## src/rtl/reg_bank4x16.sv

```systemverilog
// Four 16-bit registers with a registered read port and a 4-cycle clear sequence.
// Define REG_BANK4X16_BYPASS_EN to forward same-cycle write data onto a matching read.
module reg_bank4x16 #(
  parameter logic [15:0] CLEAR_VALUE = 16'h0000
) (
  input  logic        clk,
  input  logic        reset,
  input  logic [15:0] in,
  input  logic [1:0]  address,
  input  logic        load,
  input  logic        clear,
  input  logic        rd_req,
  input  logic [1:0]  rd_addr,
  output logic [15:0] rd_data,
  output logic        rd_valid,
  output logic [15:0] q0,
  output logic [15:0] q1,
  output logic [15:0] q2,
  output logic [15:0] q3,
  output logic        busy
);

  typedef enum logic {StIdle, StClear} state_e;

  state_e      r_state, w_state_next;
  logic [15:0] r_regs [4];
  logic [15:0] w_regs_next [4];
  logic [1:0]  r_cnt, w_cnt_next;
  logic [15:0] r_rd_data, w_rd_data_next;
  logic        r_rd_valid, w_rd_valid_next;
  logic [15:0] w_rd_src;

`ifdef REG_BANK4X16_BYPASS_EN
  // A load that is dropped by a simultaneous clear must not be forwarded.
  assign w_rd_src = (load && !clear && (rd_addr == address)) ? in : r_regs[rd_addr];
`else
  assign w_rd_src = r_regs[rd_addr];
`endif

  always_comb begin
    w_state_next    = r_state;
    w_cnt_next      = r_cnt;
    w_rd_valid_next = 1'b0;
    w_rd_data_next  = r_rd_data;
    w_regs_next     = r_regs;
    case (r_state)
      StIdle: begin
        if (rd_req) begin
          w_rd_valid_next = 1'b1;
          w_rd_data_next  = w_rd_src;
        end
        if (clear) begin
          w_state_next = StClear;
          w_cnt_next   = 2'd0;
        end else if (load) begin
          w_regs_next[address] = in;
        end
      end
      StClear: begin
        w_regs_next[r_cnt] = CLEAR_VALUE;
        if (r_cnt == 2'd3) begin
          w_state_next = StIdle;
          w_cnt_next   = 2'd0;
        end else begin
          w_cnt_next = r_cnt + 2'd1;
        end
      end
      default: w_state_next = StIdle;
    endcase
  end

  always_ff @(posedge clk) begin
    if (reset) begin
      r_state    <= StIdle;
      r_cnt      <= 2'd0;
      r_rd_valid <= 1'b0;
      r_rd_data  <= 16'h0000;
      for (int i = 0; i < 4; i++) r_regs[i] <= 16'h0000;
    end else begin
      r_state    <= w_state_next;
      r_cnt      <= w_cnt_next;
      r_rd_valid <= w_rd_valid_next;
      r_rd_data  <= w_rd_data_next;
      for (int i = 0; i < 4; i++) r_regs[i] <= w_regs_next[i];
    end
  end

  assign q0       = r_regs[0];
  assign q1       = r_regs[1];
  assign q2       = r_regs[2];
  assign q3       = r_regs[3];
  assign rd_data  = r_rd_data;
  assign rd_valid = r_rd_valid;
  assign busy     = (r_state == StClear);

endmodule

```

## config.mk

```make
export PLATFORM = sky130hd
export DESIGN_NAME = reg_bank4x16
export DESIGN_NICKNAME = d
export VERILOG_FILES = /design/src/rtl/reg_bank4x16.sv
export SDC_FILE = /design/constraint.sdc
export NUM_CORES = 1
export LEC_CHECK = 0
export CORE_ASPECT_RATIO = 0.8
export CORE_MARGIN = 2
export CORE_UTILIZATION = 42
export CTS_CLUSTER_DIAMETER = 30
export DETAILED_ROUTE_END_ITERATION = 10
export MAX_ROUTING_LAYER = met4
export PLACE_DENSITY = 0.86
export SLEW_MARGIN = 20
export SYNTH_ARGS = -nofsm -noshare
export SYNTH_HDL_FRONTEND = slang
export SYNTH_SLANG_ARGS = --single-unit
```

## constraint.sdc

```tcl
create_clock -name clk -period 1.5 [get_ports clk]
set_clock_uncertainty 0.1 [all_clocks]
set_input_delay 0.3 -clock clk [delete_from_list [all_inputs] [get_ports clk]]
set_output_delay 0.3 -clock clk [all_outputs]
set_load 0.01 [all_outputs]
```

Word level (Yosys, flattened, before mapping) --
Index checks and enable logic that the tools add are counted.
Word-level totals: register bits 84, latch bits 0, memory bits (writable) 0, bits in read-only memories 0, input port bits 25, output and inout port bits 82, logic and storage cells 47, memories 0
Operators by class: add/sub/neg operators 1, multipliers 0, divide/modulo/power cells 0, $lt $le $gt $ge 5, eq/ne operators 4, shift-type cells 0, muxes and demuxes 18, bitwise logic cells 6, reductions and logical operators 5
Operators by type and width (count):
- 64-bit 2-to-1 mux | 2
- 64-bit case mux with 2 select lines | 1
- 64-bit bitwise AND | 1
- 64-bit bitwise mux | 1
- 16-bit demux with 2-bit select | 2
- 16-bit 2-to-1 mux | 4
- 64-bit NOT | 1
- 16-bit binary-select mux with 2-bit select | 1
- 3-bit >= comparator, second input constant | 3
- 2-bit NOT with 3-bit output | 3
- 3-bit by 1-bit less-than comparator with 1-bit output, second input constant | 2
- 2-bit inequality test, second input constant | 3
- 2-bit 2-to-1 mux | 2
- 2-bit case mux with 2 select lines | 1
- 2-bit AND reduction | 2
- 1-bit 2-to-1 mux | 3
- 2-bit by 1-bit adder with 2-bit output, second input constant | 1
- 2-bit equality test, second input constant | 1
- 1-bit logical AND | 2
- 1-bit case mux with 2 select lines | 1
- 2-bit OR reduction | 1
- 1-bit NOT | 1

Depth between registers and ports, before layout --
Gate-level depths: netlist (run 1).
depth after elaboration 9, depth in mapped cells 6, mapped depth without buffers 5

Least setup slack after synthesis (run 1) --
No wires, ideal clock.
kind input to register, from input port rd_addr[0], to register r_rd_data[10], in the netlist rd_data[10], library setup time 0.114 ns, data arrival time 1.342 ns, data required time 1.286 ns, path slack -0.056 ns, stages on the path 5, cell sequence buf_2 > clkbuf_1 > mux2i_1 > o22ai_1 > a21o_1
Between the ends: longest elaborated chain between the ends 4
Ends and longest elaborated chain:
- start: declaration | RTL line 13 | input logic [1:0] rd_addr,
- 2-bit NOT with 3-bit output (not written as such) | RTL line 37 | assign w_rd_src = r_regs[rd_addr];
- 16-bit binary-select mux with 2-bit select | RTL line 37
- 16-bit 2-to-1 mux (not written as such) (2 in a row) | RTL line 37
- end signal: assignment | RTL line 83 | r_rd_data <= w_rd_data_next;
- end: declaration | RTL line 29 | logic [15:0] r_rd_data, w_rd_data_next;
No other way between the ends. The select of a mux whose other input is x is not followed. A chain may end at the register's enable or synchronous reset.

Worst setup path in the final report (run 1) --
from register r_state, in the netlist busy, to register r_rd_data[13], in the netlist rd_data[13]
Between the ends: longest elaborated chain between the ends 2
Ends and longest elaborated chain:
- start: declaration | RTL line 25 | state_e r_state, w_state_next;
- start signal: assignment | RTL line 74 | r_state <= StIdle;
- start signal: assignment | RTL line 80 | r_state <= w_state_next;
- 1-bit NOT
- 2-bit AND reduction (no source line)
No other way between the ends.

==> results.md, run 1 <==
* Effective utilization at floorplan at 42.7%
* Series of cell instances along the critical path: or4b_4 -> buf_4 -> o22ai_2 -> a21o_1
* DRC violations left at 0
* Achievable clock frequency at 664 MHz
* Synthesis-to-layout area growth at 48.0%
* Pin count of the biggest net entering global routing at 21
* Sequential-to-total area share from yosys stat at approximately 47%
* Element type at the critical path end: flop
* Die boundary width at 107 µm
* Fin Setup TNS at -14.3 ps
* Final setup viols at 3
* Clk sink count at between 80 and 90
* Max IR drop VDD at approximately 0.00053 V
* Vias in the first global route at 3209
* Final period demand of the worst path at 1510 ps
* Class of the tightest hold or removal check: input port to flop
* Source-to-sink clock delay at the later pin of the worst-skew pair at 350 ps
* Critical-path maximum fanout at 6
* Element type at the critical path start: flop
* Flops & latches, synth at between 80 and 90
* Pre-CTS setup slack at -445 ps
* Minimum hold slack at around 310 ps
* Dominant cell type by area after synthesis: sky130_fd_sc_hd__dfxtp_1
* Fraction of post-synthesis cell area in the top cell type by area at 47.0%
* Number of nets in the finished design at 508
* Warning count from the yosys run at 0
* Pins over their slew limit at 0
* Layout Cell Area excl Fill at 5290 µm²
* Antenna viol nets, final at 0
* CTS H-Tree Depth at 3
* First-pass GRT wire length at 16.2 mm
* Site Rows at 30
* Slew at the pin with the worst max-slew slack at 527 ps
* IO Pins at 107
* Top post-synthesis cells by area: sky130_fd_sc_hd__dfxtp_1 47%, sky130_fd_sc_hd__mux2i_1 27%, sky130_fd_sc_hd__nand2_1 6.7%
* Diodes inserted at 0
* Cell with the largest stage delay on the worst path: sky130_fd_sc_hd__or4b_4
* Fin. Hold Viols at 0
* First drt pass iteration count at 5
* Max-cap violations at 0
* Fraction of layout instances using a drive strength above 1 at 17.4%
* Die height at 86.5 µm
* Post-DP Area at 5040 µm²
* Total die area at 9270 µm²
* Num CTS Buffers at 9
* Overall via count from detail_route at slightly above 3000
* Placed wire-length estimate at 7.65 mm
* Gr ovfl total at 0
* Post-route worst setup slack at -6.68 ps
* Overall Global Routing Usage at 23.6%
* Detailed-route vias per instance at between 5 and 6
* Dpl cells at ~570
* TritonCTS clock tree: yes
* Violations in the final reports: negative setup slack
* Total core area at 8370 µm²
* Post-synthesis net count at between 300 and 400
* Commonest cells after routing, fill and taps aside: 96 x sky130_fd_sc_hd__mux2i_1, 84 x sky130_fd_sc_hd__dlygate4sd2_1, 81 x sky130_fd_sc_hd__dfxtp_1
* Data arrival at the endpoint of the critical path at 1710 ps
* Most common cell after layout, fill and taps aside: sky130_fd_sc_hd__mux2i_1
* Fin crit share at 100%
* Mapped Cells at 346
* Crit path required time at 1710 ps
* Result of the run: complete, but fails checks
* Unrepaired setup endpoints after global routing: yes
* Drt wl/cell at 17.7 µm
* Startpoint-to-endpoint class of the critical path: flop to flop
* Final non-filler cell total at 595
* Number of distinct library cell variants in the gate-level netlist after synthesis at 24
* Max_slew headroom at about two thirds
* Weighted congestion at the end of routability-driven global placement at 0.811
* Post-CTS clock slew at the launch and capture registers of the worst setup and hold paths at 80 ps
* Initial detailed-routing violation count at a little over 80
* Crit path largest cell delay at 560 ps
* Final WL at 10.5 mm
* Fillers at 683
* Cell Pwr Density at 880 nW/µm²
* Clock root buffer: sky130_fd_sc_hd__clkbuf_8
* Initial antenna violation count at 0
* Buffer depth of the longest clock path at 2
* Area of the mapped netlist at roughly 3600 µm²
* Standby leakage power at 2.71 nW
* Number of I/O port buffers at approximately 110
* Average cell area after synthesis at approximately 10 µm²
-- sequential cells by signal (all words and copies together) (netlist names) --
register and cells:
q3 16, rd_valid 1, rd_data 16, r_cnt 2, q0 16, q1 16
q2 16, busy 1
-- cells in the mapped netlist, drive strengths merged --
library cell	instances
o22ai	15
clkbuf	5
nor2b	1
nor3b	2
inv	3
dfxtp	84
nor4bb	1
nand2b	16
buf	19
nand4b	1
a21oi	7
mux2i	97
ha	5
and4b	1
nand4	1
or4b	1
a21o	15
nand2	64
nand4bb	1
a211o	1
nor2	6
-- per-stage QoR --
| step | power [mW] | utilization (%) |
|---|---|---|
| after floorplan | 2.61 | - |
| after global placement | 2.88 | 60.2 |
| after detailed placement | 2.90 | 60.2 |
| after CTS | 4.66 | 62.6 |
| after global routing | 4.79 | 63.2 |
| final | 4.65 | 63.2 |
-- cells by family after synthesis --
family	share of synthesized area [%]
AOI/OAI and AO/OA	7.00
adders and majority gates	1.75
buffers and inverters	4.44
muxes	27.2
and+or+nand+nor	12.6
DFF	47.0
-- worst paths after layout --
path	startpoint	end	slack (ps)	depth (start not counted)
worst min register to register	rd_data[2]	rd_data[2]	350	1
worst min-delay path	clear	busy	310	4
worst max register to register	busy	rd_data[13]	-7	4
worst max-delay path	busy	rd_data[13]	-7	4
-- report_power, final --
part	internal, mW	switching (mW)
Combinational	0.273	0.272
Sequential	2.27	0.0381
Clock	0.990	0.813
-- critical path: cells and delay by family (launching register included) --
family,cells,cell delay (ps)
simple gates,1,560
compound gates,2,230
flops,1,380
buf+inv,1,190
-- layer usage --
metal  track usage, %  vias up  share of wire, %
met5                -        -                 0
met4             10.7        0               2.2
met3             5.04       23               5.9
met2             40.4      110                50
met1             26.5     1500                42
li1                 -     1469                 -
-- cell type report --
cell class              instances  area [µm²]  area share (%)
clock inverters                 5        83.8            1.58
inverters                       3        11.3           0.213
clock buffers                  11         141            2.67
well taps                     112         140            2.65
multi-input cells             235        1880            35.5
repair buffers                145        1350            25.5
flip-flops and latches         84        1690            31.9
-- timing repair --
action / 4_1_cts / 5_1_grt
hold buffers: 0 / 0
resized for setup: 93 / 12
gates cloned: 0 / 0
endpoints found under the setup margin: 102 / 43
pin swaps: 1 / 3
buffers inserted: 3 / 2
Note: power is estimated with default switching activity, not from simulation.
==> run 2, diff against run 1 <==
--- a/config.mk
+++ b/config.mk
@@ -6,12 +6,12 @@
 export NUM_CORES = 1
 export LEC_CHECK = 0
 export CORE_ASPECT_RATIO = 0.8
-export CORE_MARGIN = 2
 export CORE_UTILIZATION = 42
 export CTS_CLUSTER_DIAMETER = 30
 export DETAILED_ROUTE_END_ITERATION = 10
 export MAX_ROUTING_LAYER = met4
 export PLACE_DENSITY = 0.86
+export SETUP_SLACK_MARGIN = 0.1
 export SLEW_MARGIN = 20
 export SYNTH_ARGS = -nofsm -noshare
 export SYNTH_HDL_FRONTEND = slang
==> results.md, run 2 (synthesis gave the netlist of run 1 again) <==
* Overall Global Routing Usage at approximately a quarter
* Achievable clock frequency at around 670 MHz
* Final period demand of the worst path at approximately 1500 ps
* Number of I/O port buffers at between 100 and 150
* Clk sink count at 84
* Weighted congestion at the end of routability-driven global placement at around 0.79
* Depth of the worst register-to-register path at 4
* Result of the run: finished clean
* CTS H-Tree Depth at 3
* Element type at the critical path start: flop
* Detailed-route vias per instance at 5.34
* Post-DP Area at about 5000 µm²
* Commonest cells after routing, fill and taps aside: 97 x sky130_fd_sc_hd__mux2i_1, 64 x sky130_fd_sc_hd__nand2_1, 61 x sky130_fd_sc_hd__dfxtp_1
* Clock root buffer: sky130_fd_sc_hd__clkbuf_8
* Initial detailed-routing violation count at 112
* Diodes inserted at 0
* Max IR drop VDD at about 0.0006 V
* Hold Path End: rd_data[15]
* DRC violations left at 0
* Drt wl/cell at 18.0 µm
* Overall via count from detail_route at 3149
* Minimum hold slack at 357 ps
* Site Rows at 29
* Pin count of the biggest net entering global routing at 23
* Class of the tightest hold or removal check: flop to flop
* Crit path required time at 1690 ps
* Fin. Hold Viols at 0
* Unrepaired setup endpoints after global routing: yes
* Element type at the critical path end: flop
* Final setup viols at 0
* Minimum setup slack among reg-to-reg paths at 10 ps
* Critical-path maximum fanout at 8
* Fin crit share at 99.3%
* R2r startpoint: busy
* Placed wire-length estimate at 7.58 mm
* First drt pass iteration count at 4
* Final WL at 10.6 mm
* Effective utilization at floorplan at between 40% and 50%
* Fraction of layout instances using a drive strength above 1 at 28.8%
* Die boundary width at 105 µm
* Initial antenna violation count at 0
* Slew at the pin with the worst max-slew slack at 302 ps
* Total die area at 8890 µm²
* Dpl cells at 573
* Final non-filler cell total at 590
* Startpoint-to-endpoint class of the critical path: flop to flop
* Reg-to-reg endpoint: rd_data[7]
* Buffer depth of the longest clock path at 2
* TritonCTS clock tree: yes
* Max_slew headroom at 79.3%
* Source-to-sink clock delay at the later pin of the worst-skew pair at 340 ps
* Number of nets in the finished design at ~510
* HP Start: rd_data[15]
* Most common cell after layout, fill and taps aside: sky130_fd_sc_hd__mux2i_1
* Die height at about 85 µm
* Gr ovfl total at 0
* Total core area at 8090 µm²
* Fin Setup TNS at 0 ps
* Cell depth of the worst min-delay path at 1
* Antenna viol nets, final at 0
* First-pass GRT wire length at 16.9 mm
* Cell Pwr Density at 864 nW/µm²
* Standby leakage power at 2.46 nW
* Post-CTS clock slew at the launch and capture registers of the worst setup and hold paths at 80 ps
* IO Pins at 107
* Vias in the first global route at 3323
* Num CTS Buffers at 9
* Data arrival at the endpoint of the critical path at approximately 1700 ps
* Layout Cell Area excl Fill at approximately 5300 µm²
* Max-cap violations at 0
* Pins over their slew limit at 0
* Synthesis-to-layout area growth at 47.2%
* Number of hold buffers added after cts at 0
-- run 2: cell types whose count changed in the layout (fill, tap and decap cells not counted), moves of 5 or more --
cell / delta
sky130_fd_sc_hd__dfxtp_2: +21
sky130_fd_sc_hd__clkdlybuf4s15_1: +38
sky130_fd_sc_hd__dlygate4sd2_1: -70
sky130_fd_sc_hd__buf_12: -5
sky130_fd_sc_hd__clkbuf_2: +31
sky130_fd_sc_hd__buf_6: +15
sky130_fd_sc_hd__buf_4: -11
sky130_fd_sc_hd__dfxtp_1: -20
-- run 2: worst max path at each step --
| stage | from | endpoint | slack (ps) | cells past startpoint |
|---|---|---|---|---|
| after global routing | busy | q0[2] | -50 | 5 |
| final | busy | rd_data[7] | 10 | 4 |
| after global placement | rd_addr[1] | rd_data[0] | -370 | 4 |
| after floorplan | reset | rd_data[10] | -20 | 6 |
| after CTS | busy | rd_data[11] | 0.07 | 4 |
| after detailed placement | rd_addr[1] | rd_data[3] | -440 | 4 |
-- run 2: metal layers --
metal  share of wire [%]  track usage (%)
met4                 1.8             8.58
met2                  51             43.3
met1                  42             29.3
met3                 5.2             5.82
met5                   0                -
-- run 2: layout make-up --
cell class,count,area (µm²)
Multi-Input combinational cell,236,1920
Tap cell,108,135
Timing Repair Buffer,145,1280
Inverter,3,11.3
Clock inverter,5,78.8
Fill cell,621,2830
Sequential cell,84,1710
Clock buffer,9,124
-- run 2: per-stage QoR --
stage	power (mW)	setup slack, ps	utilization, %
3_3_place_gp	2.88	-368	62.1
5_1_grt	4.70	-47.9	65.0
2_1_floorplan	2.61	-23.5	-
6_report	4.55	9.90	65.0
4_1_cts	4.55	0.0661	65.6
3_5_place_dp	2.90	-437	62.1
-- run 2: repair_timing --
item,4_1_cts,5_1_grt
resized for setup,152,103
pin swaps,6,8
setup endpoints to repair,162,148
buffers inserted,1,0
cloned,2,0
-- run 2: critical path, stage by stage (launching register included) --
cell                      delay [ps]
sky130_fd_sc_hd__dfxtp_2         340
sky130_fd_sc_hd__buf_6           110
sky130_fd_sc_hd__or4b_4          600
sky130_fd_sc_hd__o22ai_2         180
sky130_fd_sc_hd__a21o_1          110
-- run 2: power breakdown --
group	switching, mW	total (mW)	internal, mW
Sequential	0.0366	2.31	2.27
Clock	0.761	1.68	0.917
Combinational	0.288	0.561	0.273
